`config.mk`:
```
export PLATFORM = sky130hd
export DESIGN_NAME = jogo_sequencia_param
export DESIGN_NICKNAME = d
export VERILOG_FILES = /design/src/rtl/jogo_pkg.sv /design/src/rtl/memoria_sequencia.sv /design/src/rtl/jogo_sequencia_param.sv
export SDC_FILE = /design/constraint.sdc
export NUM_CORES = 1
export LEC_CHECK = 0
export ABC_AREA = 0
export BUFFER_PORTS_ARGS = -buffer_cell sky130_fd_sc_hd__buf_4
export CAP_MARGIN = 10
export CORE_AREA = 5 5 61 63
export DETAILED_ROUTE_END_ITERATION = 8
export DIE_AREA = 0 0 66 68
export PLACE_DENSITY = 0.72
export SLEW_MARGIN = 10
export SYNTH_ARGS = -nofsm -noshare
export SYNTH_HDL_FRONTEND = slang
export SYNTH_SLANG_ARGS = --single-unit
```
`constraint.sdc`:
```
create_clock -name clock -period 1.7 [get_ports clock]
set_clock_uncertainty 0.15 [all_clocks]
set_input_delay 0.085 -clock clock [delete_from_list [all_inputs] [get_ports clock]]
set_output_delay 0.085 -clock clock [all_outputs]
set_load 0.01 [all_outputs]
```
`src/rtl/jogo_pkg.sv`:
```
// Shared definitions for the sequence-memory game.
//   estado_t : FSM state type; the codes are visible on db_estado.
//   largura  : bit width needed to hold counter values 0..n-1 (minimum 1).
package jogo_pkg;

    typedef enum logic [3:0] {
        INICIAL        = 4'h0,
        PREPARACAO     = 4'h1,
        NOVA_RODADA    = 4'h2,
        ESPERA         = 4'h3,
        REGISTRA       = 4'h4,
        COMPARACAO     = 4'h5,
        PROXIMA        = 4'h6,
        PROXIMA_RODADA = 4'h7,
        FIM_ACERTO     = 4'hA,
        FIM_TIMEOUT    = 4'hD,
        FIM_ERRO       = 4'hE
    } estado_t;

    function automatic int unsigned largura(input int unsigned n);
        return (n < 2) ? 1 : $clog2(n);
    endfunction

endpackage

```
`src/rtl/memoria_sequencia.sv`:
```
// Combinational sequence ROM, N_JOGADAS words of N_CHAVES bits.
// Word i holds a single set bit at position (i mod N_CHAVES): 1,2,4,8,1,...
//   endereco : word address (from the game address counter)
//   dado     : addressed word, follows endereco in the same cycle
module memoria_sequencia
    import jogo_pkg::*;
#(
    parameter int unsigned N_CHAVES  = 4,
    parameter int unsigned N_JOGADAS = 16
) (
    input  logic [largura(N_JOGADAS)-1:0] endereco,
    output logic [N_CHAVES-1:0]           dado
);

    logic [N_CHAVES-1:0] rom [N_JOGADAS];

    for (genvar i = 0; i < N_JOGADAS; i++) begin : g_rom
        assign rom[i] = N_CHAVES'(1) << (i % N_CHAVES);
    end

    assign dado = rom[endereco];

endmodule

```
`src/rtl/jogo_sequencia_param.sv`:
```
// Sequence-memory game core: control FSM plus datapath (address and round
// counters, move edge detector, move register, optional move timeout).
// Round r asks for sequence positions 0..r; the game is won after round
// N_JOGADAS-1 is completed.
//
// Optional feature macro: TIMEOUT_EN (per-move timeout of TIMEOUT_CICLOS
// cycles while waiting for a move; without it the wait is unbounded and
// timeout is tied low).
//
// Ports:
//   clock, reset   : rising-edge clock, asynchronous active-high reset
//   iniciar        : start/restart, honoured only in inicial and end states
//   chaves         : player move (one-hot expected)
//   acertou/errou/pronto/timeout : registered end-of-game flags
//   leds           : registered move
//   db_*           : debug taps (compare result, move edge, counters,
//                    addressed memory word, state code)
module jogo_sequencia_param
    import jogo_pkg::*;
#(
    parameter int unsigned N_CHAVES       = 4,
    parameter int unsigned N_JOGADAS      = 16,
    parameter int unsigned TIMEOUT_CICLOS = 5000
) (
    input  logic                          clock,
    input  logic                          reset,
    input  logic                          iniciar,
    input  logic [N_CHAVES-1:0]           chaves,
    output logic                          acertou,
    output logic                          errou,
    output logic                          pronto,
    output logic                          timeout,
    output logic [N_CHAVES-1:0]           leds,
    output logic                          db_igual,
    output logic                          db_tem_jogada,
    output logic [largura(N_JOGADAS)-1:0] db_contagem,
    output logic [largura(N_JOGADAS)-1:0] db_rodada,
    output logic [N_CHAVES-1:0]           db_memoria,
    output logic [3:0]                    db_estado
);

    localparam int unsigned   CW     = largura(N_JOGADAS);
    localparam logic [CW-1:0] ULTIMA = CW'(N_JOGADAS - 1);

    estado_t             estado;
    logic [CW-1:0]       contagem;
    logic [CW-1:0]       rodada;
    logic [N_CHAVES-1:0] jogada;
    logic [N_CHAVES-1:0] chaves_ant;
    logic [N_CHAVES-1:0] memoria;
    logic                igual;
    logic                tem_jogada;
    logic                fim_tempo;

    // ------------------------------------------------------------------
    // Datapath
    // ------------------------------------------------------------------
    memoria_sequencia #(
        .N_CHAVES  (N_CHAVES),
        .N_JOGADAS (N_JOGADAS)
    ) u_memoria (
        .endereco (contagem),
        .dado     (memoria)
    );

    // Move edge: switches active now, idle in the previous sample, so a
    // held switch yields one move only.
    assign tem_jogada = (chaves != '0) && (chaves_ant == '0);
    assign igual      = (jogada == memoria);

    always_ff @(posedge clock or posedge reset) begin
        if (reset) begin
            chaves_ant <= '0;
        end else begin
            chaves_ant <= chaves;
        end
    end

    // The move register loads the sample that produced the edge, so a
    // single-cycle press is still captured in registra.
    always_ff @(posedge clock or posedge reset) begin
        if (reset) begin
            contagem <= '0;
            rodada   <= '0;
            jogada   <= '0;
        end else begin
            case (estado)
                PREPARACAO: begin
                    contagem <= '0;
                    rodada   <= '0;
                    jogada   <= '0;
                end
                NOVA_RODADA: contagem <= '0;
                REGISTRA:    jogada   <= chaves_ant;
                PROXIMA: begin
                    if (contagem != ULTIMA) contagem <= contagem + 1'b1;
                end
                PROXIMA_RODADA: begin
                    if (rodada != ULTIMA) rodada <= rodada + 1'b1;
                end
                default: ;
            endcase
        end
    end

`ifdef TIMEOUT_EN
    localparam int unsigned TW = largura(TIMEOUT_CICLOS);

    logic [TW-1:0] conta_tempo;

    // Held at zero outside espera, so each wait starts from zero.
    always_ff @(posedge clock or posedge reset) begin
        if (reset) begin
            conta_tempo <= '0;
        end else if (estado != ESPERA) begin
            conta_tempo <= '0;
        end else begin
            conta_tempo <= conta_tempo + 1'b1;
        end
    end

    assign fim_tempo = (conta_tempo == TW'(TIMEOUT_CICLOS - 1));
`else
    logic unused_timeout_ciclos;

    assign unused_timeout_ciclos = (TIMEOUT_CICLOS == 0);
    assign fim_tempo             = 1'b0;
    assign timeout               = 1'b0;
`endif

    // ------------------------------------------------------------------
    // Control FSM; end flags are decoded from the registered state and
    // therefore appear one cycle after the end state is entered.
    // ------------------------------------------------------------------
    always_ff @(posedge clock or posedge reset) begin
        if (reset) begin
            estado  <= INICIAL;
            acertou <= 1'b0;
            errou   <= 1'b0;
            pronto  <= 1'b0;
`ifdef TIMEOUT_EN
            timeout <= 1'b0;
`endif
        end else begin
            acertou <= (estado == FIM_ACERTO);
            errou   <= (estado == FIM_ERRO) || (estado == FIM_TIMEOUT);
            pronto  <= (estado == FIM_ACERTO) || (estado == FIM_ERRO) ||
                       (estado == FIM_TIMEOUT);
`ifdef TIMEOUT_EN
            timeout <= (estado == FIM_TIMEOUT);
`endif
            case (estado)
                INICIAL:        if (iniciar) estado <= PREPARACAO;
                PREPARACAO:     estado <= NOVA_RODADA;
                NOVA_RODADA:    estado <= ESPERA;
                ESPERA: begin
                    // A move arriving on the last allowed cycle wins.
                    if (tem_jogada)     estado <= REGISTRA;
                    else if (fim_tempo) estado <= FIM_TIMEOUT;
                end
                REGISTRA:       estado <= COMPARACAO;
                COMPARACAO: begin
                    if (!igual)                  estado <= FIM_ERRO;
                    else if (contagem < rodada)  estado <= PROXIMA;
                    else if (rodada == ULTIMA)   estado <= FIM_ACERTO;
                    else                         estado <= PROXIMA_RODADA;
                end
                PROXIMA:        estado <= ESPERA;
                PROXIMA_RODADA: estado <= NOVA_RODADA;
                FIM_ACERTO, FIM_ERRO, FIM_TIMEOUT: begin
                    if (iniciar) estado <= PREPARACAO;
                end
                default:        estado <= INICIAL;
            endcase
        end
    end

    assign leds          = jogada;
    assign db_igual      = igual;
    assign db_tem_jogada = tem_jogada;
    assign db_contagem   = contagem;
    assign db_rodada     = rodada;
    assign db_memoria    = memoria;
    assign db_estado     = estado;

endmodule
```
==> results.md <==
* Run status: finished with violations
* Violated checks: negative setup slack
* Mean area per synthesized cell at about 10 sq um
* Sequential cell area fraction in the yosys report at 40.2%
* Static power due to leakage at 0.00103 uW
* Nets@finish at between 200 and 250
* Total power divided by cell area at 1450 nW/um^2
* Post-route worst setup slack at -0.338 ns
* Worst Path Class, Setup: flip-flop to output port
* Initial antenna violation count at 0
* Type of origin of the critical path: flip-flop
* Top Ports at 33
* Full die area at 4490 sq um
* Port bufs at 31
* GRT Util Overall at a little under a fifth
* Fraction of final layout cells sized beyond drive strength 1 at about half
* Synth Area in Compound Gates at 20.6%
* # setup viols final at 4
* Total detailed-routing wirelength at ~4.0 mm
* Simple-gate area share of the yosys netlist at 20.2%
* Adder-cell share of the synthesized area at approximately 7%
* Vias per cell at 5.30
* Seq cells post-synth at 23
* Number of levels in the clock H-tree at 1
* Portion of netlist area occupied by mux cells at roughly 2.2%
* Fraction of synthesized cell area in xor and xnor cells at ~3.7%
* Portion of the clock cycle consumed by the worst path in the final layout at 120%
* RSZ-0062 raised after global routing: yes
* Placer congestion estimate at between 0.8 and 0.9
* Routed via count at 1414
* Pin count of the biggest net entering global routing at 24
* Maximum number of buffers from clock root to sink at 2
* Average wire length per cell after detail routing at approximately 15 um
* Hold WC Path Type: input port to flip-flop
* Worst voltage drop across the vdd grid at roughly 990 uV
* Gate count of the mapped netlist at 146
* Routed Antenna Nets at 0
* Initial Util at around 45%
* Mapped cell area at around 1400 sq um
* Main combinational cell family by area after synthesis: compound AO/OA/AOI/OAI gates
* Total power at between 3000 and 4000 uW
* Rows at 21
* Cell variety after synth at 49
* Most used DFF post-synth: sky130_fd_sc_hd__dfrtp_1
* GRT overflow at 0
* CP endpoint kind: output port
* Number of global-route vias before repair at 1377
* ANT cells at 0
* Worst-path maximum fanout at 4
* P&R area growth vs syn at 60.9%
* Dpl cells at approximately 250
* Max-slew violation count at 0
* Critical path arrival at ~1.8 ns
* Clock tree from TritonCTS: done
* Detailed Place HPWL at approximately 2.7 mm
* Final worst path period need at 2.04 ns
* Post-Layout Cell Count at approximately 270
* Starting DRT DRC Count at 58
* Number of warnings printed during yosys synthesis at 0
* First-pass GRT wire length at 6.33 mm
* Latest clock arrival within the worst-skew pair at 0.32 ns
* Fmax achieved at about 490 MHz
* Number of nets produced by synthesis at 161
* Core footprint at approximately 3200 sq um
* Total number of clock tree sinks at 23
* Share of async-settable or async-resettable flops after synthesis at 100%
* Total clock buffers created by CTS at 3
* Clock transition at the registers of the reported paths at about 0.14 ns
* Number of enable flip-flop cells after synthesis at 0
* Final routed DRC violation total at 0
* Die span in y at about 68 um
* CTS root buffer: sky130_fd_sc_hd__clkbuf_4
* Worst EP required at ~1.5 ns
* Maximum capacitance violations at 0
* Hold Violations, Final at 0
* Drt pass-1 iters at 4
* Die Span X at ~66 um
-- layout make-up --
class	count	area, sq um
Sequential cell	23	581
Multi-Input combinational cell	105	965
Clock buffer	3	22.5
Timing Repair Buffer	80	634
Inverter	9	36.3
Clock inverter	1	5.00
Fill cell	227	878
Tap cell	46	57.6
-- layout by cell type, fill, tap and decap left out, types with 2 or more instances in the layout --
cell / Yosys / layout
sky130_fd_sc_hd__mux2i_1: 2 / 2
sky130_fd_sc_hd__buf_6: 1 / 3
sky130_fd_sc_hd__dfrtp_2: 0 / 4
sky130_fd_sc_hd__nand3b_1: 2 / 2
sky130_fd_sc_hd__ha_4: 0 / 4
sky130_fd_sc_hd__o21ai_1: 0 / 2
sky130_fd_sc_hd__nor2_1: 6 / 5
sky130_fd_sc_hd__a22o_1: 4 / 4
sky130_fd_sc_hd__xnor2_1: 2 / 2
sky130_fd_sc_hd__o211ai_1: 2 / 2
sky130_fd_sc_hd__buf_4: 1 / 70
sky130_fd_sc_hd__nor2b_1: 8 / 8
sky130_fd_sc_hd__dlygate4sd3_1: 0 / 6
sky130_fd_sc_hd__inv_1: 9 / 7
sky130_fd_sc_hd__a21oi_1: 7 / 7
sky130_fd_sc_hd__nor4bb_1: 2 / 2
sky130_fd_sc_hd__nand2_1: 9 / 9
sky130_fd_sc_hd__nand3_1: 5 / 4
sky130_fd_sc_hd__xor2_2: 0 / 2
sky130_fd_sc_hd__dfrtp_1: 23 / 19
sky130_fd_sc_hd__a31oi_4: 1 / 2
sky130_fd_sc_hd__ha_1: 8 / 4
sky130_fd_sc_hd__clkbuf_4: 0 / 3
sky130_fd_sc_hd__o21ai_0: 9 / 7
sky130_fd_sc_hd__xor2_4: 0 / 2
sky130_fd_sc_hd__o22ai_1: 2 / 2
-- power breakdown --
group	total, uW	internal, uW	switching, uW
clock	270	88.1	181
combinational	2200	1160	1040
sequential	861	683	178
-- sequential cells by signal (all words and copies together), names as in the netlist --
name and flops:
acertou 1, db_rodada 4, errou 1, db_contagem 4, leds 4, db_estado 4
chaves_ant 4, pronto 1
-- stage by stage --
| stage | worst slack, ns | TNS [ns] | cell area [sq um] | hold WS, ns | util, % |
|---|---|---|---|---|---|
| after floorplan | -0.0741 | -0.147 | 1500 | -0.0632 | - |
| after global placement | -0.0328 | -0.0677 | 1980 | -0.000763 | 62.3 |
| after detailed placement | -0.0695 | -0.140 | 1980 | 0.0130 | 62.3 |
| after CTS | -0.315 | -0.671 | 2140 | 0.0698 | 67.2 |
| after global routing | -0.409 | -1.25 | 2300 | 0.107 | 72.4 |
| final | -0.338 | -0.910 | 2300 | 0.0996 | 72.4 |
-- path summary, 6_finish.rpt --
kind	slack, ns	startpoint	end	depth (start not counted)
max	-0.34	db_contagem[0]	db_igual	6
min	0.1	chaves[2]	db_estado[1]	4
max reg2reg	-0.25	db_contagem[0]	db_estado[3]	8
min reg2reg	0.46	db_rodada[1]	db_rodada[1]	1
max in group asynchronous	0.93	reset	db_estado[0]	4
min in group asynchronous	0.19	reset	pronto	4
-- logic make-up after synthesis --
kind of cell / after synthesis
and+or+nand+nor: 47
AOI/OAI and AO/OA: 40
DFF: 23
buffers and inverters: 18
adders and majority gates: 8
xor gates and xnor gates: 6
muxes: 3
other: 1
-- synthesized netlist by cell type (2+ instances only) --
cell type | n | area share, %
sky130_fd_sc_hd__nor4bb_1 | 2 | 1.4
sky130_fd_sc_hd__nand2_1 | 9 | 2.4
sky130_fd_sc_hd__nand3_1 | 5 | 1.7
sky130_fd_sc_hd__a21oi_1 | 7 | 2.4
sky130_fd_sc_hd__nor2b_1 | 8 | 3.5
sky130_fd_sc_hd__o41ai_1 | 2 | 1.2
sky130_fd_sc_hd__clkbuf_1 | 3 | 0.79
sky130_fd_sc_hd__o211ai_1 | 2 | 1.0
sky130_fd_sc_hd__xor2_1 | 4 | 2.4
sky130_fd_sc_hd__dfrtp_1 | 23 | 40
sky130_fd_sc_hd__xnor2_1 | 2 | 1.2
sky130_fd_sc_hd__buf_2 | 3 | 1.0
sky130_fd_sc_hd__nor4_1 | 2 | 0.87
sky130_fd_sc_hd__mux2i_1 | 2 | 1.4
sky130_fd_sc_hd__nor3_1 | 2 | 0.70
sky130_fd_sc_hd__o21ai_0 | 9 | 3.1
sky130_fd_sc_hd__o22ai_1 | 2 | 0.87
sky130_fd_sc_hd__nand4bb_1 | 2 | 1.6
sky130_fd_sc_hd__nor2_1 | 6 | 1.6
sky130_fd_sc_hd__a31oi_1 | 2 | 0.87
sky130_fd_sc_hd__a22o_1 | 4 | 2.4
sky130_fd_sc_hd__nor3b_1 | 2 | 1.0
sky130_fd_sc_hd__inv_1 | 9 | 2.4
sky130_fd_sc_hd__nand3b_1 | 2 | 1.0
sky130_fd_sc_hd__ha_1 | 8 | 7.0
-- critical path, stage by stage (launching register included) --
cell	delay, ns
sky130_fd_sc_hd__dfrtp_2	0.46
sky130_fd_sc_hd__buf_4	0.15
sky130_fd_sc_hd__ha_4	0.16
sky130_fd_sc_hd__xor2_2	0.16
sky130_fd_sc_hd__nor4_4	0.30
sky130_fd_sc_hd__buf_4	0.16
sky130_fd_sc_hd__buf_6	0.09
-- timing repair --
item / CTS / global route
hold buffers: 6 / 0
resized for setup: 7 / 20
pin swaps: 1 / 7
endpoints found under the hold margin: 29 / 0
setup endpoints to repair: 8 / 17
setup buffers: 5 / 6
-- layer usage --
layer | up-vias | share of wire, % | track usage, %
met3 | 8 | 4.6 | 2.13
met5 | - | 0 | 0
li1 | 681 | - | -
met1 | 684 | 43 | 23.2
met2 | 41 | 50 | 32.0
met4 | 0 | 1.7 | 5.33
(Power assumes the default switching activity.)
